`src/rtl/processorci_bus_pkg.sv`:
```
// Shared definitions for the processorci data-memory bus: widths, the bridge
// FSM encoding and the default read data returned on a response timeout.
package processorci_bus_pkg;

  localparam int BUS_ADDR_W = 32;
  localparam int BUS_DATA_W = 32;

  localparam logic [31:0] TIMEOUT_DATA_DEF = 32'hDEAD_BEEF;

  typedef enum logic [1:0] {
    ST_IDLE = 2'd0,
    ST_BUSY = 2'd1,
    ST_DONE = 2'd2
  } bridge_state_e;

endpackage

```
`src/rtl/rib_mem_bridge.sv`:
```
// Bridges the tinyriscv RIB data master to the Controller's level request /
// pulse response data-memory bus. Optional response timeout: RESP_TIMEOUT_EN.
module rib_mem_bridge
  import processorci_bus_pkg::*;
#(
  parameter int          ADDR_WIDTH     = BUS_ADDR_W,
  parameter int          DATA_WIDTH     = BUS_DATA_W,
  parameter int          TIMEOUT_CYCLES = 1024,
  parameter logic [31:0] TIMEOUT_DATA   = TIMEOUT_DATA_DEF
) (
  input  logic                  clk,
  input  logic                  rst_n,
  input  logic [ADDR_WIDTH-1:0] rib_addr_i,
  input  logic [DATA_WIDTH-1:0] rib_data_i,
  input  logic                  rib_req_i,
  input  logic                  rib_we_i,
  output logic [DATA_WIDTH-1:0] rib_data_o,
  output logic                  rib_hold_o,
  output logic                  mem_read_o,
  output logic                  mem_write_o,
  output logic [ADDR_WIDTH-1:0] mem_addr_o,
  output logic [DATA_WIDTH-1:0] mem_wdata_o,
  input  logic [DATA_WIDTH-1:0] mem_rdata_i,
  input  logic                  mem_response_i,
  output logic [31:0]           rd_count_o,
  output logic [31:0]           wr_count_o,
  output logic                  err_o,
  output logic [1:0]            dbg_state_o
);

  // Handshake: mem_read_o / mem_write_o are levels held from issue until the
  // edge after mem_response_i (a single-cycle pulse, honoured only in BUSY).
  bridge_state_e         state_q;
  logic [ADDR_WIDTH-1:0] addr_q;
  logic [DATA_WIDTH-1:0] wdata_q;
  logic [DATA_WIDTH-1:0] rdata_q;
  logic                  we_q;
  logic                  rd_q;
  logic                  wr_q;
  logic [31:0]           rd_cnt_q;
  logic [31:0]           wr_cnt_q;

`ifdef RESP_TIMEOUT_EN
  localparam logic [31:0] TMO_LAST = 32'(TIMEOUT_CYCLES - 1);
  logic [31:0] tmo_q;
  logic        err_q;
`else
  logic unused_tmo_cfg;
  assign unused_tmo_cfg = ^{32'(TIMEOUT_CYCLES), TIMEOUT_DATA};
`endif

  always_ff @(posedge clk or negedge rst_n) begin
    if (!rst_n) begin
      state_q  <= ST_IDLE;
      addr_q   <= '0;
      wdata_q  <= '0;
      rdata_q  <= '0;
      we_q     <= 1'b0;
      rd_q     <= 1'b0;
      wr_q     <= 1'b0;
      rd_cnt_q <= '0;
      wr_cnt_q <= '0;
`ifdef RESP_TIMEOUT_EN
      tmo_q    <= '0;
      err_q    <= 1'b0;
`endif
    end else begin
      case (state_q)
        ST_IDLE: begin
          if (rib_req_i) begin
            addr_q  <= rib_addr_i;
            wdata_q <= rib_data_i;
            we_q    <= rib_we_i;
            rd_q    <= !rib_we_i;
            wr_q    <= rib_we_i;
            state_q <= ST_BUSY;
`ifdef RESP_TIMEOUT_EN
            tmo_q   <= '0;
`endif
          end
        end
        ST_BUSY: begin
          if (mem_response_i) begin
            rd_q    <= 1'b0;
            wr_q    <= 1'b0;
            state_q <= ST_DONE;
            if (!we_q) begin
              rdata_q  <= mem_rdata_i;
              rd_cnt_q <= rd_cnt_q + 32'd1;
            end else begin
              wr_cnt_q <= wr_cnt_q + 32'd1;
            end
`ifdef RESP_TIMEOUT_EN
          end else if (tmo_q == TMO_LAST) begin
            // Abandon the access; the core still retires it through DONE.
            rd_q    <= 1'b0;
            wr_q    <= 1'b0;
            err_q   <= 1'b1;
            state_q <= ST_DONE;
            if (!we_q) rdata_q <= DATA_WIDTH'(TIMEOUT_DATA);
          end else begin
            tmo_q <= tmo_q + 32'd1;
`endif
          end
        end
        // rib_req_i seen here still belongs to the access being retired.
        ST_DONE: state_q <= ST_IDLE;
        default: state_q <= ST_IDLE;
      endcase
    end
  end

  always_comb begin
    rib_hold_o = 1'b0;
    case (state_q)
      ST_IDLE: rib_hold_o = rib_req_i;
      ST_BUSY: rib_hold_o = 1'b1;
      default: rib_hold_o = 1'b0;
    endcase
  end

  assign rib_data_o  = (state_q == ST_DONE && !we_q) ? rdata_q : '0;
  assign mem_read_o  = rd_q;
  assign mem_write_o = wr_q;
  assign mem_addr_o  = addr_q;
  assign mem_wdata_o = wdata_q;
  assign rd_count_o  = rd_cnt_q;
  assign wr_count_o  = wr_cnt_q;
  assign dbg_state_o = state_q;

`ifdef RESP_TIMEOUT_EN
  assign err_o = err_q;
`else
  assign err_o = 1'b0;
`endif

endmodule
```
`config.mk`:
```
export PLATFORM = sky130hd
export DESIGN_NAME = rib_mem_bridge
export DESIGN_NICKNAME = d
export VERILOG_FILES = /design/src/rtl/processorci_bus_pkg.sv /design/src/rtl/rib_mem_bridge.sv
export SDC_FILE = /design/constraint.sdc
export NUM_CORES = 1
export LEC_CHECK = 0
export CORE_MARGIN = 2
export CORE_UTILIZATION = 25
export DETAILED_ROUTE_END_ITERATION = 8
export PLACE_DENSITY = 0.5
export RECOVER_POWER = 100
export SLEW_MARGIN = 20
export SYNTH_ARGS = -nofsm -noshare
export SYNTH_HDL_FRONTEND = slang
export SYNTH_SLANG_ARGS = --single-unit
export TNS_END_PERCENT = 1
```
`constraint.sdc`:
```
create_clock -name clk -period 1.6 [get_ports clk]
set_input_delay 0.32 -clock clk [delete_from_list [all_inputs] [get_ports clk]]
set_output_delay 0.32 -clock clk [all_outputs]
set_load 0.02 [all_outputs]
```
==> impl_metrics.csv <==
group,metric,value,unit
setup_path,critPathSlowestCell,"dfrtp_1",
logic_synthesis,avgSynthCellArea,10.8,sq um
cells_and_area,fin_util,40.4,%
timing,fin_crit,1.96,ns
power_and_ir_drop,vdd_drop_max,0.000590,V
clocking,htreeDepth,4,
power_and_ir_drop,p_per_area,1210,nW/um^2
setup_path,cp.required,1.28,ns
routing,dr.pass1.iters,5,
logic_synthesis,yosysWarnings,0,
power_and_ir_drop,leakagePower,5.58,nW
logic_synthesis,ys_seq_area_share,58.7,%
timing,rsz0062_at_grt,"yes",
timing,finalSetupViolCount,93,
placed_design,port_buffers,265,
clocking,cts-root-buf,"clkbuf_16",
global_routing,grt_usage,14.2,%
routing,ant_nets,0,
timing,fin_ws,-0.363,ns
setup_path,cp_cell_sequence,"nor3b_4 -> buf_12 -> buf_12 -> and2_1 -> buf_6",
timing,setup_tns,-15.28,ns
logic_synthesis,ys_types,39,
timing,hold_violations,0,
global_routing,grt_max_degree,63,
logic_synthesis,yosys_register_bits,165,
routing,drc,0,
outcome,status,"complete, but fails checks",
setup_path,crit_fanout,17,
cells_and_area,final_cell_mix,"nand2_1, dfrtp_1, dlygate4sd2_1",
setup_path,critical_path_class,"register to output pin",
global_routing,grt_overflow,0,
timing,finalMaxSlewViolations,0,
timing,fin_skew,0.0112,ns
global_routing,grt_pass1_vias,5828,
routing,routed_via_density,4.17,
clocking,cts_tree,"built",
routing,wire_per_inst,15.0,um
setup_path,critPathTopFamily,"buffers and inverters",
clocking,clockBufferDepth,2,
placed_design,dpl_cell_area,10700,sq um
setup_path,worstPathArrival,1.64,ns
job,maxCapViolCount,0,
global_routing,grt_pass1_wl,32300,um
logic_synthesis,syn_nets,754,
floorplanning,die_w,172,um
clocking,clk_pin_slew,0.06,ns
logic_synthesis,async_flop_share,100,%
power_and_ir_drop,finalPower,0.0135,W
setup_path,cpMostUsedCell,"buf_12",
logic_synthesis,synth_ff_type,"dfrtp_1",
timing,fin_crit_sh,123,%
cells_and_area,area_growth,59.4,%
global_routing,antenna_found_initial,2,
floorplanning,rows,61,
placed_design,hpwl,14700,um
floorplanning,io_pins,267,
cells_and_area,final_common_cell,"nand2_1",
logic_synthesis,synth-edff-count,0,
clocking,cts_made_buffers,17,
setup_path,slowest_delay,0.41,ns
setup_path,crit_buf_inv,3,
logic_synthesis,syn_area,7030,sq um
floorplanning,dieArea,29500,sq um
outcome,violations,"negative setup slack",
floorplanning,die_y,172,um
placed_design,gp_congestion,0.746,
floorplanning,initial_core_util,25.3,%
timing,timing.hold.ws,0.346,ns
timing,max_freq,509,MHz
timing,slew_headroom,61.7,%
clocking,worstSkewPairLatency,0.42,ns
routing,wl,20500,um
setup_path,critPathLaunchType,"register",
floorplanning,core_area,27800,sq um
setup_path,cp-end-kind,"output pin",
timing,tightest_slew,0.574,ns
clocking,cts_sinks,165,
cells_and_area,drive_above_1_share,21.4,%
min_path,min_path_type,"input port to register",
routing,vias,5694,
routing,dr.first_iter.drc_count,237,
logic_synthesis,synthCells,651,
cells_and_area,final_area,11200,sq um
cells_and_area,nNetsFinal,1077,
## worst paths after layout
kind	startpoint	endpoint	slack, ns	cells after the start
worst min register to register	rd_count_o[31]	rd_count_o[31]	0.47	1
max in group asynchronous	rst_n	dbg_state_o[0]	0.18	3
worst max register to register	dbg_state_o[1]	rd_count_o[11]	-0.19	5
min in group asynchronous	rst_n	rd_count_o[21]	0.43	2
worst max-delay path	we_q	rib_data_o[26]	-0.36	5
worst min-delay path	mem_response_i	dbg_state_o[0]	0.35	2
## cells in the mapped netlist, drive strengths merged, types with 2 or more instances
cell | number | area [sq um]
nor3 | 4 | 25.0
and2 | 35 | 219
xor2 | 19 | 166
and4 | 4 | 35.0
ha | 2 | 25.0
xnor2 | 43 | 377
inv | 8 | 30.0
nor2 | 12 | 47.6
nor3b | 3 | 32.5
nand2 | 220 | 826
mux2 | 34 | 383
dfrtp | 165 | 4130
nand4 | 25 | 169
nand4b | 4 | 41.3
and3 | 6 | 37.5
nor4 | 13 | 174
nand3 | 19 | 95.1
buf | 11 | 62.6
clkbuf | 14 | 52.6
## layer usage
metal	share of wire, %	GRT usage [%]
met1	46	18.9
met2	44	21.4
met3	7.7	5.09
met4	1.9	4.42
met5	0.034	0
## where the power goes
group | internal [W] | leakage (nW) | switching (W)
Combinational | 0.00166 | 3.20 | 0.00193
Clock | 0.00249 | 0.284 | 0.00182
Sequential | 0.00512 | 2.09 | 0.000518
## registers in the layout, indices dropped and copies added (netlist names)
signal	cells
mem_read_o	1
we_q	1
mem_write_o	1
dbg_state_o	2
rdata_q	32
mem_wdata_o	32
wr_count_o	32
mem_addr_o	32
rd_count_o	32
## stage by stage
stage                     cells  setup slack (ns)
after floorplan             651           -0.0625
after global placement     1330            -0.497
after detailed placement   1330            -0.548
after CTS                  1364            -0.386
after global routing       1365            -0.437
final                      1365            -0.363
## final cells by class
| type | instances | area [sq um] |
|---|---|---|
| Fill cell | 2802 | 16600 |
| Clock buffer | 19 | 433 |
| Multi-Input combinational cell | 453 | 2870 |
| Inverter | 8 | 30.0 |
| Sequential cell | 165 | 4140 |
| Antenna cell | 1 | 2.50 |
| Tap cell | 378 | 473 |
| Timing Repair Buffer | 329 | 3100 |
| Clock inverter | 12 | 170 |
## kinds of logic (layout without fill, tap and decap cells)
| logic type | count (synthesis) | count (layout) | synth area share [%] |
|---|---|---|---|
| AND/OR/NAND/NOR | 352 | 352 | 25.5 |
| flip-flops | 165 | 165 | 58.7 |
| adder cells (fa/ha/maj) | 2 | 2 | 0.356 |
| XOR/XNOR | 62 | 62 | 7.72 |
| multiplexers | 34 | 34 | 5.44 |
| AO/OA/AOI/OAI | 2 | 2 | 0.178 |
| buffers and inverters | 33 | 368 | 2.06 |
| other | 1 | 2 | 0.0533 |
## timing repair
action	4_1_cts	5_1_grt
hold buffers	1	0
buffers inserted	1	0
endpoints found under the hold margin	18	0
setup endpoints to repair	228	117
pin swaps	11	15
gates cloned	1	0
gates resized for setup	372	32
No activity file was read; power rests on OpenSTA's default activity.
